**config.mk**
```make
export PLATFORM = sky130hd
export DESIGN_NAME = rr_arbiter8
export DESIGN_NICKNAME = d
export VERILOG_FILES = /design/src/rtl/rr_arbiter8_pkg.sv /design/src/rtl/rr_pick8.sv /design/src/rtl/rr_arbiter8.sv
export SDC_FILE = /design/constraint.sdc
export NUM_CORES = 1
export LEC_CHECK = 0
export BUFFER_PORTS_ARGS = -buffer_cell sky130_fd_sc_hd__buf_4
export CAP_MARGIN = 20
export CORE_MARGIN = 10
export CORE_UTILIZATION = 40
export CTS_BUF_LIST = sky130_fd_sc_hd__clkbuf_8
export CTS_CLUSTER_DIAMETER = 80
export DETAILED_ROUTE_END_ITERATION = 10
export PLACE_DENSITY = 0.54
export SYNTH_ARGS = -nofsm -noshare
export SYNTH_HDL_FRONTEND = slang
export SYNTH_SLANG_ARGS = --single-unit
```
**constraint.sdc**
```tcl
create_clock -name clk -period 2.8 [get_ports clk]
set_input_delay 0.14 -clock clk [delete_from_list [all_inputs] [get_ports clk]]
set_output_delay 0.14 -clock clk [all_outputs]
set_load 0.02 [all_outputs]
```
**src/rtl/rr_arbiter8_pkg.sv**
```systemverilog
// rr_arbiter8_pkg: shared sizes and FSM state encoding for the 8-way round-robin arbiter
//   N_REQ   - number of requesters
//   IDX_W   - width of a requester index
//   state_t - arbiter FSM states (IDLE, GRANT)
package rr_arbiter8_pkg;
    localparam int N_REQ = 8;
    localparam int IDX_W = 3;
    typedef enum logic {
        IDLE  = 1'b0,
        GRANT = 1'b1
    } state_t;
endpackage

```
**src/rtl/rr_pick8.sv**
```systemverilog
// rr_pick8: rotating first-set search over 8 request bits
//   req   [7:0] in  - request vector
//   start [2:0] in  - index where the search begins (wraps 7 -> 0)
//   idx   [2:0] out - first set index at or after start, modulo 8
//   found       out - any request bit set
module rr_pick8
    import rr_arbiter8_pkg::*;
(
    input  logic [N_REQ-1:0] req,
    input  logic [IDX_W-1:0] start,
    output logic [IDX_W-1:0] idx,
    output logic             found
);
    logic [IDX_W-1:0] w_j;
    // Scan farthest offset first so the nearest set bit in search order wins.
    always_comb begin
        idx   = '0;
        found = 1'b0;
        w_j   = '0;
        for (int k = N_REQ - 1; k >= 0; k--) begin
            w_j = start + IDX_W'(k);
            if (req[w_j]) begin
                idx   = w_j;
                found = 1'b1;
            end
        end
    end
endmodule

```
**src/rtl/rr_arbiter8.sv**
```systemverilog
// rr_arbiter8: 8-way round-robin arbiter with hold-time limited grants
//   MAX_HOLD       - grant cycles before forced rotation when others wait (2..255)
//   clk            in  - clock, rising edge
//   rst_n          in  - asynchronous active-low reset
//   req      [7:0] in  - request lines
//   grant_idx[2:0] out - registered granted index
//   grant_en       out - registered grant valid
//   preempt        out - one-cycle pulse on timeout rotation
module rr_arbiter8
    import rr_arbiter8_pkg::*;
#(
    parameter int MAX_HOLD = 16
)
(
    input  logic             clk,
    input  logic             rst_n,
    input  logic [N_REQ-1:0] req,
    output logic [IDX_W-1:0] grant_idx,
    output logic             grant_en,
    output logic             preempt
);
    localparam logic [7:0] HOLD_LAST = 8'(MAX_HOLD - 1);

    state_t           r_state;
    logic [IDX_W-1:0] r_ptr;
    logic [IDX_W-1:0] r_grant_idx;
    logic             r_grant_en;
    logic             r_preempt;
    logic [7:0]       r_hold;

    logic [IDX_W-1:0] w_idle_idx;
    logic             w_idle_found;
    logic [IDX_W-1:0] w_pre_idx;
    logic             w_pre_found;
    logic [N_REQ-1:0] w_others;
    logic [IDX_W-1:0] w_next_ptr;

    // Holder's own bit is masked so the preempt pick only sees competitors.
    assign w_others   = req & ~(N_REQ'(1) << r_grant_idx);
    assign w_next_ptr = r_grant_idx + IDX_W'(1);

    rr_pick8 u_pick_idle (
        .req   (req),
        .start (r_ptr),
        .idx   (w_idle_idx),
        .found (w_idle_found)
    );

    rr_pick8 u_pick_pre (
        .req   (w_others),
        .start (w_next_ptr),
        .idx   (w_pre_idx),
        .found (w_pre_found)
    );

    always_ff @(posedge clk or negedge rst_n) begin
        if (!rst_n) begin
            r_state     <= IDLE;
            r_ptr       <= '0;
            r_grant_idx <= '0;
            r_grant_en  <= 1'b0;
            r_preempt   <= 1'b0;
            r_hold      <= '0;
        end else begin
            case (r_state)
                IDLE: begin
                    r_preempt <= 1'b0;
                    if (w_idle_found) begin
                        r_grant_idx <= w_idle_idx;
                        r_grant_en  <= 1'b1;
                        r_hold      <= '0;
                        r_state     <= GRANT;
                    end else begin
                        r_grant_en <= 1'b0;
                    end
                end
                GRANT: begin
                    // Release wins over timeout in the same cycle.
                    if (!req[r_grant_idx]) begin
                        r_grant_en <= 1'b0;
                        r_preempt  <= 1'b0;
                        r_ptr      <= w_next_ptr;
                        r_state    <= IDLE;
                    end else if (r_hold == HOLD_LAST && w_pre_found) begin
                        r_grant_idx <= w_pre_idx;
                        r_ptr       <= w_next_ptr;
                        r_hold      <= '0;
                        r_preempt   <= 1'b1;
                    end else begin
                        r_hold    <= (r_hold == HOLD_LAST) ? r_hold : r_hold + 8'd1;
                        r_preempt <= 1'b0;
                    end
                end
                default: r_state <= IDLE;
            endcase
        end
    end

    assign grant_idx = r_grant_idx;
    assign grant_en  = r_grant_en;
    assign preempt   = r_preempt;
endmodule

```
After elaboration in Yosys (flattened, before gate mapping)
Cells that the tools add are included.
{"block": "op_classes", "add_sub_neg": 16, "n_lt_le_gt_ge": 17, "n_eq_ne": 7, "shift": 1, "muxes": 85, "bitwise_logic": 3, "n_reduce_logical": 4}
{"operator": "3-bit by 4-bit less-than comparator with 1-bit output (second input constant)", "count": 17}
{"operator": "3-bit 2-to-1 mux", "count": 21}
{"operator": "1-bit binary-select mux with 3-bit select", "count": 17}
{"operator": "1-bit 2-to-1 mux", "count": 38}
{"operator": "8-bit 2-to-1 mux", "count": 4}
{"operator": "3-bit adder (second input constant)", "count": 8}
{"operator": "8-bit case mux with 2 select lines", "count": 1}
{"operator": "3-bit by 2-bit adder with 3-bit output (second input constant)", "count": 4}
{"operator": "3-bit by 1-bit adder with 3-bit output (second input constant)", "count": 3}
{"operator": "8-bit by 1-bit adder with 8-bit output (second input constant)", "count": 1}
{"operator": "8-bit AND", "count": 1}
{"operator": "8-bit by 4-bit equality test with 1-bit output (second input constant)", "count": 1}
{"operator": "2-bit by 1-bit != test with 1-bit output (second input constant)", "count": 4}
{"operator": "8-bit NOT", "count": 1}
{"operator": "1-bit by 3-bit << shifter with 8-bit output (first input constant)", "count": 1}
{"operator": "1-bit case mux with 2 select lines", "count": 3}
{"operator": "3-bit case mux with 2 select lines", "count": 1}
{"operator": "3-bit AND reduction", "count": 2}
{"operator": "3-bit by 2-bit != test with 1-bit output (second input constant)", "count": 1}
{"operator": "2-bit != test (second input constant)", "count": 1}
{"operator": "2-bit AND reduction", "count": 1}
{"operator": "1-bit logical AND", "count": 1}
{"operator": "1-bit NOT", "count": 1}
{"block": "totals", "ff_bits": 17, "in_bits": 10, "output_inout_bits": 5}

Depth between registers and ports, before layout
{"block": "depth", "depth_word": 17, "depth_mapped": 13, "depth_no_buf": 10}

Modules after synthesis
Synthesis repeated with hierarchy kept, for this count alone.
{"block": "unflattened", "cells_unflattened": 298, "area_unflattened_um2": 2718.9}
{"module": "rr_pick8", "n_inst": 2, "cells_per_inst": 90, "area_each_um2": 782.0, "seq_area_each_um2": 0.0}
{"module": "rr_arbiter8", "n_inst": 1, "cells_per_inst": 118, "area_each_um2": 1154.9, "seq_area_each_um2": 425.4}

Least setup slack after synthesis
No wires, ideal clock.
{"block": "synth_timing", "kind": "reg-to-reg", "startpoint": "register r_grant_idx[0], in the netlist grant_idx[0]", "endpoint": "register r_grant_idx[0], in the netlist grant_idx[0]", "arrival_ns": 3.078, "required_time_ns": 2.720, "path_slack_ns": -0.358, "stages_incl_launch_ff": 12, "n_path_buf": 2, "synth_period_minus_slack_ns": 3.158, "path_cell_list": "dfrtp_1 buf_6 buf_4 inv_1 ha_1 nand2_1 a22o_1 mux4_2 a221oi_2 o221ai_2 or4_4 o211ai_2"}
{"block": "synth_via", "elab_cells_between_ends": 52, "classes_between": "add/sub (8); eq/ne (2); shift (1); mux (37); bitwise (2); reduce/logical (2)"}
{"element": "start: declaration", "line": "rr_arbiter8.sv:26", "source": "logic [IDX_W-1:0] r_grant_idx;"}
{"element": "start signal: assignment", "line": "rr_arbiter8.sv:69", "source": "r_grant_idx <= w_idle_idx;"}
{"element": "start signal: assignment", "line": "rr_arbiter8.sv:85", "source": "r_grant_idx <= w_pre_idx;"}
{"element": "3-bit by 1-bit adder with 3-bit output (*)", "line": "rr_arbiter8.sv:40", "source": "assign w_next_ptr = r_grant_idx + IDX_W'(1);"}
{"element": "via u_pick_pre.start[0]", "line": "rr_pick8.sv:10", "source": "input logic [IDX_W-1:0] start,"}
{"element": "3-bit adder", "line": "rr_pick8.sv:21", "source": "w_j = start + IDX_W'(k);"}
{"element": "1-bit binary-select mux with 3-bit select", "line": "rr_pick8.sv:22", "source": "if (req[w_j]) begin"}
{"element": "1-bit 2-to-1 mux (implied by the code)", "line": "rr_pick8.sv:22"}
{"element": "3-bit 2-to-1 mux or 1-bit 2-to-1 mux (tied branches) (8 in a row)", "line": "rr_pick8.sv:22"}
{"element": "3-bit 2-to-1 mux or 1-bit logical AND (tied branches)", "line": "rr_arbiter8.sv:84", "source": "end else if (r_hold == HOLD_LAST && w_pre_found) begin"}
{"element": "3-bit 2-to-1 mux or 2-bit by 1-bit != test with 1-bit output (tied branches)"}
{"element": "3-bit case mux with 2 select lines or 3-bit AND reduction (tied branches)"}
The timed path passes the listed nets; every way through them passes the cells marked *. The select of a mux whose other input is x is not followed.
A chain may end at the register's enable or synchronous reset.

Final worst setup path
{"block": "layout_timing", "startpoint": "register r_grant_idx[0], in the netlist grant_idx[0]", "endpoint": "register r_grant_idx[0], in the netlist grant_idx[0]"}
{"block": "layout_via", "elab_chain_len": 16, "elab_cells_between_ends": 52, "classes_between": "add/sub (8); eq/ne (2); shift (1); mux (37); bitwise (2); reduce/logical (2)"}
{"element": "parallel branches: the longest is 16 deep, another holds 3-bit by 1-bit adder with 3-bit output"}
Parallel ways; which one is timed is not known. The select of a mux whose other input is x is not followed.

==> key figures <==
Die
  – Core area: about 0.0063 mm^2
  – Die area: roughly 0.010 mm^2
  – Die width: just over 100 um
  – Initial core utilization: between 40% and 50%
  – Die H: roughly 100 um
  – I/O pin count: 15
  – Row Count: 29

Logic synthesis
  – Top post-synthesis cells by area: dfrtp_1 (16%), mux4_2 (9.4%), mux2i_1 (6.1%)
  – Distinct cell type count after synthesis: roughly 70
  – Yosys top cell area share: between 15 and 20%
  – Cells after Synth: 319
  – Synth Flop Type: dfrtp_1
  – Syn_area_per_cell: approximately 8.2 um^2
  – Yosys top cell by area: dfrtp_1
  – Synth Net Count: 339
  – Post-Syn Area: 0.00263 mm^2
  – Post-synthesis sequential area ratio: about 16%
  – EDFF count, synth: 0
  – FFs w/ async S/R, synth: 100%
  – Ys Warns: 0
  – #FFs+latches synth: 17

Route
  – Drt total wl: around 8000 um
  – Per-cell routed wire length: between 15 and 20 um
  – DR DRC count: 0
  – Initial DRC count: between 200 and 250
  – Via count: 2748
  – Routed Antenna Nets: 0
  – Router iterations before antenna repair: 4
  – Avg Vias per Cell: around 6

STA
  – Endpoints failing setup: 1
  – Slew headroom: 69.8%
  – Final setup margin: -0.0186 ns
  – F_max: around 350 MHz
  – Max-slew violation count: 0
  – Crit path time final: roughly 2.8 ns
  – Final Hold Viols: 0
  – RSZ-0062 raised after global routing: yes
  – Worst Tran Pin Value: 0.448 ns
  – Final Cycle Share: 101%
  – Final TNS setup: -0.0186 ns
  – Final Skew: 0.00127 ns

Worst setup path
  – Reg-to-Reg Start: grant_idx[0]
  – Worst setup path class: reg2reg
  – Setup crit start kind: register
  – Critical path fanouts, max: 3
  – Worst Setup SP: grant_idx[0]
  – CP required: 2.97 ns
  – Worst path arrival time: 2.99 ns
  – Crit end category: register

Global route
  – Total track usage: ~16%
  – Grt total ovfl: 0
  – Vias in the first global route: 2608
  – Antenna violations before repair: 0
  – First-pass GRT wire length: about 13000 um
  – Largest net degree at the start of global routing: 20

Placed design
  – PortBufs: 14
  – Routability congestion estimate: 0.984
  – Pre-CTS WS: between 0.0015 and 0.002 ns
  – Final HPWL DP: between 6000 and 7000 um

Cells and area
  – Share of cells above drive strength 1: roughly a third
  – Ant. Diodes: 0
  – Utilization after layout: between 50% and 60%
  – Most frequent cells in the layout: buf_4 (69), nand2_1 (31), nor2_1 (30)
  – Nets: 402
  – Fillers: approximately 600
  – Commonest non-fill, non-tap cell in the layout: buf_4
  – Area grow syn2layout: 31.6%

Status
  – Failing checks: setup timing
  – Status: finished with violations

Clock network
  – CTS root buffer: clkbuf_8
  – Htree depth: 1
  – Clk_lat worst skew: 0.25 ns
  – # clock sinks: 17
  – TritonCTS clock tree: built
  – CTS buffer count: 3
  – Clock slew at reported path FFs: ~0.07 ns
  – Clock buffer depth: 2

Job
  – Max-cap violations: 0

Hold path
  – Hold Path Class: in2async
==> final timing paths <==
check	end	slack [ns]	depth (start not counted)
max	grant_idx[0]	-0.02	9
min	preempt	0.29	2
max reg2reg	grant_idx[0]	-0.02	9
min reg2reg	grant_en	0.49	2
max in group asynchronous	grant_idx[0]	2.31	2
min in group clk	grant_idx[0]	0.42	5
==> synth_stat cells, drive strengths merged, types with 2 or more instances <==
cell / number
xnor2: 10
nor4: 3
mux2i: 17
o211ai: 8
nor3b: 2
a221oi: 2
o2bb2ai: 3
dfrtp: 17
and2b: 3
nand3: 7
a22oi: 2
o221ai: 2
o31a: 3
a31oi: 6
o311a: 2
or4: 2
nor3: 7
clkbuf: 5
mux4: 12
mux2: 6
a21oi: 17
xor2: 3
a32o: 2
or3: 2
nand2b: 10
nand2: 33
ha: 10
buf: 10
a32oi: 4
a211oi: 2
a21boi: 3
and3: 2
clkinv: 2
o22ai: 3
nand4: 3
o21ai: 23
nor2b: 9
a22o: 3
nor2: 31
inv: 15
==> registers in the layout, summed over array words and instances, names as in the netlist <==
register / count
r_state: 1
grant_en: 1
grant_idx: 3
r_hold: 8
r_ptr: 3
preempt: 1
==> worst max-delay path, cell delays in order, from the launching register on <==
cell	delay (ns)
dfrtp_2	0.41
ha_4	0.17
ha_4	0.13
and2b_2	0.24
a22o_4	0.26
mux4_2	0.50
a221oi_2	0.30
o221ai_2	0.14
or4_4	0.53
o211ai_2	0.07
==> timing repair <==
action	in CTS	in global routing
gates resized for setup	1	17
setup buffers	2	4
endpoints found under the hold margin	17	0
hold buffers	1	0
endpoints found under the setup margin	1	10
pin swaps	4	7
==> final cells by class <==
class                      instances  area (um^2)  area share, %
clock buffer                       3         41.3           1.19
clock inverter                     1         3.75          0.109
inverter                          17         68.8           1.99
multi-input combinational        270         2230           64.5
sequential                        17          429           12.4
tap                               77         96.3           2.79
timing repair buffer              73          588           17.0
==> routing by layer <==
layer / part of all wire [%] / vias up / track usage, %
met3: 6.4 / 2 / 2.61
met5: 0 / - / 0
met1: 48 / 1331 / 22.6
met2: 45 / 90 / 23.9
li1: - / 1325 / -
met4: 0.16 / 0 / 1.82
==> cells by family after synthesis <==
kind of cell | synth area share, %
simple gates | 21.5
fa+ha+maj | 4.76
xor+xnor | 4.91
buf+inv | 6.33
flops | 16.2
mux | 19.6
compound gates | 26.7
==> stage by stage <==
stage	hold WS [ns]	instance area (um^2)	std cells
final	0.287	3460	458
after global routing	0.303	3460	458
after CTS	0.287	3320	454
after detailed placement	0.0208	3240	447
after global placement	0.0170	3240	447
after floorplan	-0.156	2730	319
Power is not shown: default switching activity piles up to over one toggle a cycle in this logic, so the estimate is an artifact.
